==> src/rtl/gift_masked_sbox_layer_ctrl.sv <==
// Nibble-serial sequencer for a 3-share masked GIFT S-box pipeline.
// Each share stays in its own register lane from input to result; the lanes
// are never combined here.
module gift_masked_sbox_layer_ctrl #(
    parameter int NIBBLES  = 16,
    parameter int SBOX_LAT = 4
) (
    input  logic                 clk,
    input  logic                 rst_n,
    input  logic                 start,
    input  logic [4*NIBBLES-1:0] state1,
    input  logic [4*NIBBLES-1:0] state2,
    input  logic [4*NIBBLES-1:0] state3,
    input  logic [7:0]           rnd_in,
    input  logic                 rnd_valid,
    output logic                 rnd_ready,
    output logic [3:0]           sb_in1,
    output logic [3:0]           sb_in2,
    output logic [3:0]           sb_in3,
    output logic [7:0]           sb_r,
    input  logic [3:0]           sb_out1,
    input  logic [3:0]           sb_out2,
    input  logic [3:0]           sb_out3,
    output logic [4*NIBBLES-1:0] res1,
    output logic [4*NIBBLES-1:0] res2,
    output logic [4*NIBBLES-1:0] res3,
    output logic                 busy,
    output logic                 done
);

    localparam int W     = 4 * NIBBLES;
    localparam int CNT_W = $clog2(NIBBLES + 1);

    typedef enum logic [1:0] {
        IDLE,
        FEED,
        DRAIN
    } state_e;

    state_e              state_q;
    logic                busy_q;
    logic                done_q;
    logic [W-1:0]        ld1_q, ld2_q, ld3_q;
    logic [W-1:0]        res1_q, res2_q, res3_q;
    logic [CNT_W-1:0]    issue_cnt_q;
    logic [CNT_W-1:0]    collect_cnt_q;
    logic [SBOX_LAT-1:0] vpipe_q;

    logic accept;
    logic issue;
    logic capture;
    logic issue_last;
    logic collect_last;

    // A start coinciding with the done pulse is deferred by one cycle.
    assign accept       = (state_q == IDLE) && start && !done_q;
    assign issue        = (state_q == FEED) && rnd_valid;
    // Oldest valid-pipe entry: the S-box output this cycle belongs to an issued nibble.
    assign capture      = vpipe_q[SBOX_LAT-1];
    assign issue_last   = (issue_cnt_q == CNT_W'(NIBBLES - 1));
    assign collect_last = (collect_cnt_q == CNT_W'(NIBBLES - 1));

    // Sequencing FSM with registered busy/done.
    // NOTE: sequential state uses non-blocking assignments so every register
    // samples pre-edge values regardless of statement order.
    always_ff @(posedge clk or negedge rst_n) begin
        if (!rst_n) begin
            state_q <= IDLE;
            busy_q  <= 1'b0;
            done_q  <= 1'b0;
        end else begin
            done_q <= 1'b0;
            case (state_q)
                IDLE: begin
                    if (accept) begin
                        state_q <= FEED;
                        busy_q  <= 1'b1;
                    end
                end
                FEED: begin
                    if (issue && issue_last) begin
                        state_q <= DRAIN;
                    end
                end
                DRAIN: begin
                    if (capture && collect_last) begin
                        state_q <= IDLE;
                        busy_q  <= 1'b0;
                        done_q  <= 1'b1;
                    end
                end
                default: begin
                    state_q <= IDLE;
                    busy_q  <= 1'b0;
                end
            endcase
        end
    end

    // Load shift registers, counters, valid pipe and per-share result collection.
    // NOTE: the wide shift registers are reset as well, so no share material
    // from an aborted layer survives a reset.
    always_ff @(posedge clk or negedge rst_n) begin
        if (!rst_n) begin
            ld1_q         <= '0;
            ld2_q         <= '0;
            ld3_q         <= '0;
            res1_q        <= '0;
            res2_q        <= '0;
            res3_q        <= '0;
            issue_cnt_q   <= '0;
            collect_cnt_q <= '0;
            vpipe_q       <= '0;
        end else begin
            vpipe_q <= (vpipe_q << 1) | SBOX_LAT'(issue);
            if (accept) begin
                ld1_q         <= state1;
                ld2_q         <= state2;
                ld3_q         <= state3;
                res1_q        <= '0;
                res2_q        <= '0;
                res3_q        <= '0;
                issue_cnt_q   <= '0;
                collect_cnt_q <= '0;
            end else begin
                if (issue) begin
                    ld1_q       <= {4'h0, ld1_q[W-1:4]};
                    ld2_q       <= {4'h0, ld2_q[W-1:4]};
                    ld3_q       <= {4'h0, ld3_q[W-1:4]};
                    issue_cnt_q <= issue_cnt_q + CNT_W'(1);
                end
                if (capture) begin
                    res1_q        <= {sb_out1, res1_q[W-1:4]};
                    res2_q        <= {sb_out2, res2_q[W-1:4]};
                    res3_q        <= {sb_out3, res3_q[W-1:4]};
                    collect_cnt_q <= collect_cnt_q + CNT_W'(1);
                end
            end
        end
    end

    // S-box feed: the current low nibble of each share on issue, zero bubble otherwise.
    // NOTE: every output gets a default first so no latch is inferred.
    always_comb begin
        rnd_ready = (state_q == FEED);
        sb_in1    = 4'h0;
        sb_in2    = 4'h0;
        sb_in3    = 4'h0;
        sb_r      = 8'h00;
        if (issue) begin
            sb_in1 = ld1_q[3:0];
            sb_in2 = ld2_q[3:0];
            sb_in3 = ld3_q[3:0];
            sb_r   = rnd_in;
        end
    end

    assign res1 = res1_q;
    assign res2 = res2_q;
    assign res3 = res3_q;
    assign busy = busy_q;
    assign done = done_q;

endmodule

==> config.mk <==
export PLATFORM = sky130hd
export DESIGN_NAME = gift_masked_sbox_layer_ctrl
export DESIGN_NICKNAME = d
export VERILOG_FILES = /design/src/rtl/gift_masked_sbox_layer_ctrl.sv
export SDC_FILE = /design/constraint.sdc
export NUM_CORES = 1
export LEC_CHECK = 0
export BUFFER_PORTS_ARGS = -buffer_cell sky130_fd_sc_hd__buf_2
export CORE_MARGIN = 2
export CORE_UTILIZATION = 35
export CTS_CLUSTER_DIAMETER = 40
export DETAILED_ROUTE_END_ITERATION = 6
export SETUP_SLACK_MARGIN = 0.5
export SYNTH_ARGS = -nofsm -noshare
export SYNTH_HDL_FRONTEND = slang
export SYNTH_SLANG_ARGS = --single-unit
export TNS_END_PERCENT = 50
==> constraint.sdc <==
create_clock -name clk -period 2.5 [get_ports clk]
set_clock_uncertainty 0.15 [all_clocks]
set_input_delay 0.125 -clock clk [delete_from_list [all_inputs] [get_ports clk]]
set_output_delay 0.125 -clock clk [all_outputs]
set_load 0.03 [all_outputs]
==> impl_metrics.env, run 1 <==
export IMPL_core_area_um2=47850
export IMPL_clock_insertion_delay_worst_skew_ns=0.56
export IMPL_finalMaxSlewViolations=0
export IMPL_total_clock_buffers_created_by_cts=67
export IMPL_timing_critical_path_fanout_max=12
export IMPL_grt_pass1_wl_um=84050
export IMPL_synth_top_cell_area_share_pct=59.25
export IMPL_die_w_um=224.3
export IMPL_achievable_frequency_mhz=454.3
export IMPL_synth_avg_cell_area_um2=9.982
export IMPL_grt_total_usage_pct=21.02
export IMPL_yosys_cell_types_count=30
export IMPL_hold_class="in -> reg"
export IMPL_synthArstFlopShare_pct=100.0
export IMPL_power_share_combinational_pct=39.0
export IMPL_power_net_switching_mw=13.57
export IMPL_floorplan_initialDensity_pct=35.49
export IMPL_synth_top_family_by_area="simple AND/OR/NAND/NOR gates"
export IMPL_ys_seq_elements=402
export IMPL_synth_edf_count=0
export IMPL_synth_warning_count=0
export IMPL_route_detailed_drc=0
export IMPL_worst_slew_margin_rel_pct=59.18
export IMPL_place_port_buffers=430
export IMPL_status="complete, no violations"
export IMPL_final_common_cell="buf_2"
export IMPL_cts_clk_slew_worst_paths_ns=0.05
export IMPL_grt_pass1_vias=15410
export IMPL_static_leakage_power_nw=12.84
export IMPL_fillerInstances=4153
export IMPL_top_level_ports=431
export IMPL_clock_sinks=402
export IMPL_setup_tns_ns=0
export IMPL_cpMaxStageDelayCell="dfrtp_2"
export IMPL_switching_share_pct=40.05
export IMPL_route_antenna_remaining_nets=0
export IMPL_post_synth_top_area_cell="dfrtp_1"
export IMPL_post_synth_design_cell_area_um2=16980
export IMPL_max_cap_violations=0
export IMPL_timing_hold_violations_final=0
export IMPL_via_per_inst=5.095
export IMPL_synth_compound_area_share_pct=11.26
export IMPL_number_of_antenna_violations_at_the_first_check_in_global_routing=6
export IMPL_post_synth_mux_area_share_pct=11.44
export IMPL_max_vdd_ir_drop_mv=0.5808
export IMPL_drt_first_pass_iters=5
export IMPL_ys_dominant_reg_cell="dfrtp_1"
export IMPL_floorplan_die_height_um=224.3
export IMPL_cell_count_after_synthesis=1701
export IMPL_min_period_over_period_pct=88.05
export IMPL_final_cell_mix="buf_2, dfrtp_1, nor2_1"
export IMPL_placedInstanceArea_um2=19870
export IMPL_count_of_endpoints_failing_setup_in_the_final_report=0
export IMPL_gp_congestion=0.8250
export IMPL_ys_seq_area_share_pct=59.25
export IMPL_maximum_number_of_pins_on_one_net_before_global_route_repair=140
export IMPL_criticalPathCategory="reg -> out"
export IMPL_floorplan_die_area_um2=50290
export IMPL_max_clock_path_buffers=3
export IMPL_num_rows=80
export IMPL_power_sequential_fraction_pct=33.4
export IMPL_drt_initial_drc_count=1008
export IMPL_final_area_um2=25380
export IMPL_cell_internal_pwr_mw=20.31
export IMPL_p_clk_share_pct=27.7
export IMPL_vias_after_detailed_routing=15430
export IMPL_critical_path_max_stage_delay_ns=0.40
export IMPL_synth_nets=1921
export IMPL_synthAdderAreaFrac_pct=0.2948
export IMPL_synth_simple_gate_area_share_pct=13.96
export IMPL_setup_worst_path_end_class="primary output"
export IMPL_crit_arrival_ns=1.93
export IMPL_layout_min_cycle_time_ns=2.201
export IMPL_critPathLaunchType="register"
export IMPL_synth_xor_xnor_area_share_pct=0.2063
export IMPL_fin_nets=2579
export IMPL_cts_root_buf="clkbuf_16"
export IMPL_tightestPinTransition_ns=0.6122
export IMPL_hpwlAfterDp_um=31910
export IMPL_p_per_area_nw_per_um2=1335
export IMPL_crit_required_ns=2.23
export IMPL_routed_wire_length_um=57430
export IMPL_top_area_cells_in_the_synthesized_netlist="dfrtp_1, mux2i_1, a21oi_1"
export IMPL_grt_remaining_overflow=0
export IMPL_area_growth_syn_to_layout_pct=49.48
export IMPL_cts_htree_levels=3
export IMPL_tritoncts="built"
export IMPL_setup_repair_after_global_routing_missed_its_margin="true"
export IMPL_worstPathCellList="nand3b_1 -> bufinv_16 -> buf_16 -> and2_1 -> buf_6"
export IMPL_drive_gt1_share_pct=27.69
export IMPL_detail_route_wl_per_cell_um=18.96
worst max-delay path, delay by kind of cell (launching register included):
kind,cells,cell delay [ns]
buf+inv,3,0.56
simple gates,2,0.39
flops,1,0.40
flip-flops by register name, summed over array words and instances, names as in the netlist:
name / cells
busy: 1
collect_cnt_q: 5
done: 1
issue_cnt_q: 5
ld1_q: 64
ld2_q: 64
ld3_q: 64
res1: 64
res2: 64
res3: 64
state_q: 2
vpipe_q: 4
cell families after synthesis:
| kind of cell | after synthesis |
|---|---|
| simple gates | 599 |
| xor+xnor | 4 |
| flops | 402 |
| compound gates | 364 |
| mux | 194 |
| buf+inv | 134 |
| fa+ha+maj | 4 |
routing by layer:
layer  global-route usage, %  vias up  routed length (um)
met3                   4.442      139                3898
met1                   26.78     7538               23780
li1                        -     7055                   -
met2                   34.97      700               27740
met4                   8.502        2                1990
met5                       0        -                  13
power groups by stage:
stage | Sequential (mW) | Combinational, mW | Clock (mW)
final | 11.3 | 13.2 | 9.37
after global routing | 11.7 | 14.3 | 9.88
after CTS | 11.3 | 12.5 | 9.59
after detailed placement | 11.4 | 11.5 | 0
after global placement | 11.3 | 11.3 | 0
after floorplan | 13.3 | 5.67 | 0
synth_stat cells, types with 2 or more instances:
cell	instances
and3_1	2
a21oi_1	331
ha_1	4
xor2_1	2
clkbuf_1	35
o22ai_1	4
nand2_1	184
buf_1	8
xnor2_1	2
mux2i_1	194
nand3_1	12
nor2_1	367
o2bb2ai_1	2
nand4_1	2
nor3_1	5
dfrtp_1	402
a22oi_1	12
and2_1	21
o21ai_0	2
buf_2	86
inv_1	4
a22o_1	12
what timing repair did:
action | in CTS | in global routing
pin swaps | 7 | 5
gates cloned | 8 | 15
setup buffers | 16 | 5
endpoints found under the setup margin | 114 | 227
hold buffers | 207 | 0
hold endpoints to repair | 608 | 0
gates resized for setup | 61 | 49
final cells by class:
cell class	instances	area [um2]	area share, %
antenna	5	12.51	0.04930
clock buffer	80	1851	7.291
clock inverter	39	454.2	1.790
inverter	5	45.04	0.1775
multi-input combinational	1165	6435	25.35
sequential	402	10070	39.66
tap	615	769.5	3.032
timing repair buffer	716	5729	22.57
timing repair inverter	2	17.52	0.06902
metrics by stage:
| step | instances | hold slack [ns] | util, % | worst slack [ns] | total power [mW] |
|---|---|---|---|---|---|
| after global placement | 2654 | 0.009414 | 41.54 | 0.4080 | 22.54 |
| after floorplan | 1701 | -0.3206 | - | 0.6639 | 19.00 |
| after global routing | 3027 | 0.1523 | 53.03 | 0.2267 | 35.84 |
| after detailed placement | 2654 | 0.01066 | 41.54 | 0.3144 | 22.84 |
| after CTS | 3004 | 0.1246 | 51.84 | 0.2862 | 33.35 |
| final | 3029 | 0.1640 | 53.04 | 0.2989 | 33.88 |
worst paths after layout:
kind	startpoint	end	slack [ns]	cells after the start
min in group asynchronous	rst_n	res1[14]$_DFFE_PN0P_	0.53	3
min	state3[62]	ld3_q[62]$_DFFE_PN0P_	0.16	3
min reg2reg	vpipe_q[0]$_DFF_PN0_	vpipe_q[1]$_DFF_PN0_	0.19	0
max reg2reg	state_q[1]$_DFFE_PN0P_	ld1_q[9]$_DFFE_PN0P_	0.51	6
max	state_q[1]$_DFFE_PN0P_	sb_in2[2]	0.30	5
max in group asynchronous	rst_n	ld3_q[26]$_DFFE_PN0P_	0.87	4
Power figures use the tool's default switching activity.
==> run 2, diff against run 1 <==
--- a/config.mk
+++ b/config.mk
@@ -10,7 +10,7 @@
 export CORE_UTILIZATION = 35
 export CTS_CLUSTER_DIAMETER = 40
 export DETAILED_ROUTE_END_ITERATION = 6
-export SETUP_SLACK_MARGIN = 0.5
+export SETUP_SLACK_MARGIN = 0.2
 export SYNTH_ARGS = -nofsm -noshare
 export SYNTH_HDL_FRONTEND = slang
 export SYNTH_SLANG_ARGS = --single-unit
==> impl_metrics.env, run 2 (synthesized netlist as in run 1, its figures left out) <==
export IMPL_status="complete, no violations"
export IMPL_tritoncts="built"
export IMPL_maximum_number_of_pins_on_one_net_before_global_route_repair=140
export IMPL_num_rows=80
export IMPL_criticalPathCategory="reg -> out"
export IMPL_hold_class="in -> reg"
export IMPL_gp_congestion=0.8250
export IMPL_drt_first_pass_iters=5
export IMPL_critical_path_max_stage_delay_ns=0.43
export IMPL_cts_htree_levels=3
export IMPL_worstPathCellList="nand3b_1 -> bufinv_16 -> buf_16 -> and2_1 -> buf_4"
export IMPL_drt_initial_drc_count=1067
export IMPL_routed_wire_length_um=53880
export IMPL_max_vdd_ir_drop_mv=0.5568
export IMPL_total_clock_buffers_created_by_cts=67
export IMPL_finalMaxSlewViolations=0
export IMPL_setup_worst_path_end_class="primary output"
export IMPL_core_area_um2=47850
export IMPL_crit_arrival_ns=2.01
export IMPL_p_per_area_nw_per_um2=1332
export IMPL_route_detailed_drc=0
export IMPL_count_of_endpoints_failing_setup_in_the_final_report=0
export IMPL_grt_total_usage_pct=20.56
export IMPL_place_inst=2654
export IMPL_cpMaxStageDelayCell="dfrtp_2"
export IMPL_critical_path_top_delay_family="buffers and inverters"
export IMPL_layout_min_cycle_time_ns=2.286
export IMPL_setup_tns_ns=0
export IMPL_cts_clk_slew_worst_paths_ns=0.06
export IMPL_route_antenna_remaining_nets=0
export IMPL_critPathBufInv=3
export IMPL_grt_remaining_overflow=0
export IMPL_die_w_um=224.3
export IMPL_timing_hold_violations_final=0
export IMPL_area_growth_syn_to_layout_pct=45.70
export IMPL_critPathLaunchType="register"
export IMPL_vias_after_detailed_routing=15150
export IMPL_top_level_ports=431
export IMPL_min_period_over_period_pct=91.46
export IMPL_cts_root_buf="clkbuf_16"
export IMPL_grt_pass1_vias=15160
export IMPL_number_of_antenna_violations_at_the_first_check_in_global_routing=5
export IMPL_detail_route_wl_per_cell_um=17.93
export IMPL_drive_gt1_share_pct=25.86
export IMPL_clock_insertion_delay_worst_skew_ns=0.57
export IMPL_fin_cells=3005
export IMPL_fin_nets=2556
export IMPL_final_cell_mix="buf_2, dfrtp_1, nor2_1"
export IMPL_static_leakage_power_nw=12.56
export IMPL_hpwlAfterDp_um=31910
export IMPL_achievable_frequency_mhz=437.4
export IMPL_timing_critical_path_fanout_max=15
export IMPL_max_clock_path_buffers=3
export IMPL_floorplan_initialDensity_pct=35.49
export IMPL_via_per_inst=5.043
export IMPL_setup_repair_after_global_routing_missed_its_margin="true"
export IMPL_clock_sinks=402
export IMPL_final_common_cell="buf_2"
export IMPL_grt_pass1_wl_um=82300
export IMPL_floorplan_die_area_um2=50290
export IMPL_crit_required_ns=2.23
export IMPL_place_port_buffers=430
export IMPL_fillerInstances=4216
export IMPL_worst_slew_margin_rel_pct=48.36
export IMPL_tightestPinTransition_ns=0.7746
export IMPL_floorplan_die_height_um=224.3
export IMPL_max_cap_violations=0
-- run 2: repair_timing --
action,in CTS,in global routing
hold buffers,208,0
setup buffers,6,6
endpoints found under the hold margin,608,0
pin swaps,0,0
resized for setup,24,25
cloned,4,4
setup endpoints to repair,20,82
-- run 2: metrics by stage --
stage               hold slack, ns  cell area, um2  power, mW  utilization [%]  worst slack, ns
detailed placement         0.01066           19870      22.84            41.54           0.3144
finish                      0.1294           24740      32.96            51.71           0.2135
global placement          0.009414           19870      22.54            41.54           0.4080
global route                0.1366           24740      34.95            51.71           0.1308
CTS                        0.08826           24520      32.96            51.25           0.1807
floorplan                  -0.3206           16980      19.00                -           0.6639
-- run 2: layer usage --
layer / wire [um] / vias up / track usage [%]
li1: - / 6993 / -
met1: 22090 / 7400 / 26.26
met2: 26170 / 630 / 33.75
met3: 3608 / 128 / 4.180
met4: 2001 / 2 / 9.421
met5: 13 / - / 0
-- run 2: cell type report --
cell class	count	area, um2	share of cell area [%]
sequential	402	10070	40.69
multi-input combinational	1165	6335	25.61
timing repair buffer	693	5191	20.98
clock buffer	80	1851	7.480
tap	615	769.5	3.110
clock inverter	39	454.2	1.836
inverter	5	45.04	0.1821
timing repair inverter	2	17.52	0.07081
antenna	4	10.01	0.04046
-- run 2: final timing paths --
check	from	endpoint	slack (ns)	depth (start not counted)
worst max register to register	state_q[1]$_DFFE_PN0P_	ld3_q[2]$_DFFE_PN0P_	0.34	5
worst min-delay path	start	res1[56]$_DFFE_PN0P_	0.13	4
min in group asynchronous	rst_n	res1[26]$_DFFE_PN0P_	0.44	3
worst min register to register	vpipe_q[0]$_DFF_PN0_	vpipe_q[1]$_DFF_PN0_	0.19	0
worst max-delay path	state_q[1]$_DFFE_PN0P_	sb_in1[2]	0.21	5
max in group asynchronous	rst_n	ld3_q[28]$_DFFE_PN0P_	1.08	4
-- run 2: where the power goes --
group	leakage [nW]	internal, mW	switching (mW)
clock network	1.12	5.93	3.44
registers	5.15	9.33	1.97
logic	6.28	4.53	7.78
-- run 2: worst register-to-register path, cell delays in order (launching register included) --
cell,delay (ns)
dfrtp_2,0.43
buf_4,0.15
or4b_4,0.51
buf_12,0.21
nor2_1,0.51
a21oi_1,0.08
==> run 3, diff against run 2 <==
--- a/config.mk
+++ b/config.mk
@@ -7,9 +7,10 @@
 export LEC_CHECK = 0
 export BUFFER_PORTS_ARGS = -buffer_cell sky130_fd_sc_hd__buf_2
 export CORE_MARGIN = 2
-export CORE_UTILIZATION = 35
+export CORE_UTILIZATION = 25
 export CTS_CLUSTER_DIAMETER = 40
 export DETAILED_ROUTE_END_ITERATION = 6
+export REMOVE_ABC_BUFFERS = 1
 export SETUP_SLACK_MARGIN = 0.2
 export SYNTH_ARGS = -nofsm -noshare
 export SYNTH_HDL_FRONTEND = slang
==> impl_metrics.env, run 3 (synthesized netlist as in run 1, its figures left out) <==
export IMPL_grt_pass1_wl_um=84210
export IMPL_power_sequential_fraction_pct=32.5
export IMPL_grt_total_usage_pct=14.94
export IMPL_floorplan_die_area_um2=70020
export IMPL_cts_clk_slew_worst_paths_ns=0.05
export IMPL_via_per_inst=4.517
export IMPL_timing_hold_violations_final=0
export IMPL_grt_pass1_vias=15080
export IMPL_setup_repair_after_global_routing_missed_its_margin="true"
export IMPL_critical_path_top_delay_family="buffers and inverters"
export IMPL_cts_htree_levels=3
export IMPL_top_level_ports=431
export IMPL_critical_path_max_stage_delay_ns=0.40
export IMPL_vias_after_detailed_routing=14880
export IMPL_worstPathCellList="nand3b_1 -> bufinv_8 -> buf_16 -> and2_1 -> buf_4"
export IMPL_cell_internal_pwr_mw=21.32
export IMPL_crit_arrival_ns=1.97
export IMPL_p_per_area_nw_per_um2=1352
export IMPL_max_cap_violations=0
export IMPL_post_place_ws_ns=0.4544
export IMPL_finalMaxSlewViolations=0
export IMPL_hpwlAfterDp_um=32490
export IMPL_min_period_over_period_pct=89.72
export IMPL_die_w_um=264.6
export IMPL_power_share_combinational_pct=35.6
export IMPL_cts_root_buf="clkbuf_16"
export IMPL_switching_share_pct=38.42
export IMPL_tritoncts="built"
export IMPL_max_clock_path_buffers=3
export IMPL_count_of_endpoints_failing_setup_in_the_final_report=0
export IMPL_total_clock_buffers_created_by_cts=76
export IMPL_criticalPathCategory="reg -> out"
export IMPL_number_of_antenna_violations_at_the_first_check_in_global_routing=3
export IMPL_area_growth_syn_to_layout_pct=50.88
export IMPL_detail_route_wl_per_cell_um=16.03
export IMPL_place_port_buffers=430
export IMPL_layout_min_cycle_time_ns=2.243
export IMPL_worst_slew_margin_rel_pct=43.31
export IMPL_floorplan_initialDensity_pct=25.28
export IMPL_p_clk_share_pct=31.9
export IMPL_maximum_number_of_pins_on_one_net_before_global_route_repair=148
export IMPL_cpMaxStageDelayCell="dfrtp_2"
export IMPL_setup_worst_path_end_class="primary output"
export IMPL_drt_first_pass_iters=5
export IMPL_clock_sinks=402
export IMPL_core_area_um2=67160
export IMPL_critPathBufInv=3
export IMPL_gp_congestion=0.7792
export IMPL_power_net_switching_mw=13.30
export IMPL_route_antenna_remaining_nets=0
export IMPL_reg2reg_slack_ns=0.27
export IMPL_hold_class="in -> async"
export IMPL_worst_hold_slack_ns=0.1287
export IMPL_setup_tns_ns=0
export IMPL_clock_insertion_delay_worst_skew_ns=0.59
export IMPL_drive_gt1_share_pct=26.28
export IMPL_timing_final_ws_setup_ns=0.2569
export IMPL_timing_critical_path_fanout_max=13
export IMPL_static_leakage_power_nw=12.85
export IMPL_final_common_cell="buf_2"
export IMPL_achievable_frequency_mhz=445.8
export IMPL_grt_remaining_overflow=0
export IMPL_place_inst=2920
export IMPL_crit_required_ns=2.23
export IMPL_num_rows=95
export IMPL_worst_r2r_path_depth=5
export IMPL_worstReg2RegEnd="ld3_q[40]$_DFFE_PN0P_"
export IMPL_drt_initial_drc_count=978
export IMPL_fin_nets=2578
export IMPL_final_cell_mix="buf_2, dfrtp_1, nor2_1"
export IMPL_tightestPinTransition_ns=0.8503
export IMPL_status="complete, no violations"
export IMPL_fin_cells=3295
export IMPL_post_layout_total_power_mw=34.62
export IMPL_max_vdd_ir_drop_mv=0.5741
export IMPL_route_detailed_drc=0
export IMPL_routed_wire_length_um=52820
export IMPL_regToRegStartpoint="state_q[1]$_DFFE_PN0P_"
export IMPL_floorplan_die_height_um=264.6
export IMPL_critPathLaunchType="register"
## run 3: what timing repair did
action                                 in CTS  in global routing
gates cloned                                5                  0
gates resized for setup                    28                  5
pin swaps                                   0                  0
endpoints found under the hold margin     638                  0
setup endpoints to repair                  20                 50
setup buffers                              12                  3
hold buffers                              213                  0
## run 3: layout make-up
class                           instances  area [um2]
Fill cell                            6567       41540
Sequential cell                       402       10070
Multi-Input combinational cell       1165        6317
Timing Repair Buffer                  708        5301
Clock buffer                           93        2067
Tap cell                              873        1092
Clock inverter                         47       735.7
Inverter                                5       32.53
Antenna cell                            2       5.005
## run 3: worst max-delay path by stage
| stage | from | end | depth (start not counted) |
|---|---|---|---|
| floorplan | done$_DFF_PN0_ | issue_cnt_q[4]$_DFFE_PN0P_ | 3 |
| CTS | state_q[1]$_DFFE_PN0P_ | sb_in3[3] | 5 |
| global route | state_q[1]$_DFFE_PN0P_ | sb_in3[0] | 5 |
| detailed placement | state_q[0]$_DFFE_PN0P_ | ld2_q[6]$_DFFE_PN0P_ | 4 |
| finish | state_q[1]$_DFFE_PN0P_ | sb_in3[0] | 5 |
| global placement | state_q[0]$_DFFE_PN0P_ | ld3_q[7]$_DFFE_PN0P_ | 4 |
## run 3: power groups by stage
stage	logic (mW)	clock network (mW)	registers (mW)
finish	12.3	11.1	11.2
global route	13.5	11.6	11.6
CTS	12.4	11.3	11.3
detailed placement	11.6	0	11.3
global placement	11.4	0	11.3
floorplan	5.97	0	14.1
## run 3: metrics by stage
stage	util, %	area (um2)
finish	38.14	25620
global route	38.14	25610
CTS	38.08	25570
detailed placement	30.20	20280
global placement	30.20	20280
floorplan	-	16390
## run 3: metal layers
layer | up-vias | global-route usage (%) | routed length (um) | part of all wire, %
met5 | - | 0 | 0 | 0
met4 | 0 | 4.853 | 1198 | 2.3
met3 | 99 | 3.911 | 3651 | 6.9
met2 | 523 | 23.71 | 24310 | 46
met1 | 7210 | 19.84 | 23660 | 45
li1 | 7051 | - | - | -
## run 3: tightest hold or removal path, delay by kind of cell
kind	cells	cell delay, ns
buffers and inverters	3	1.07
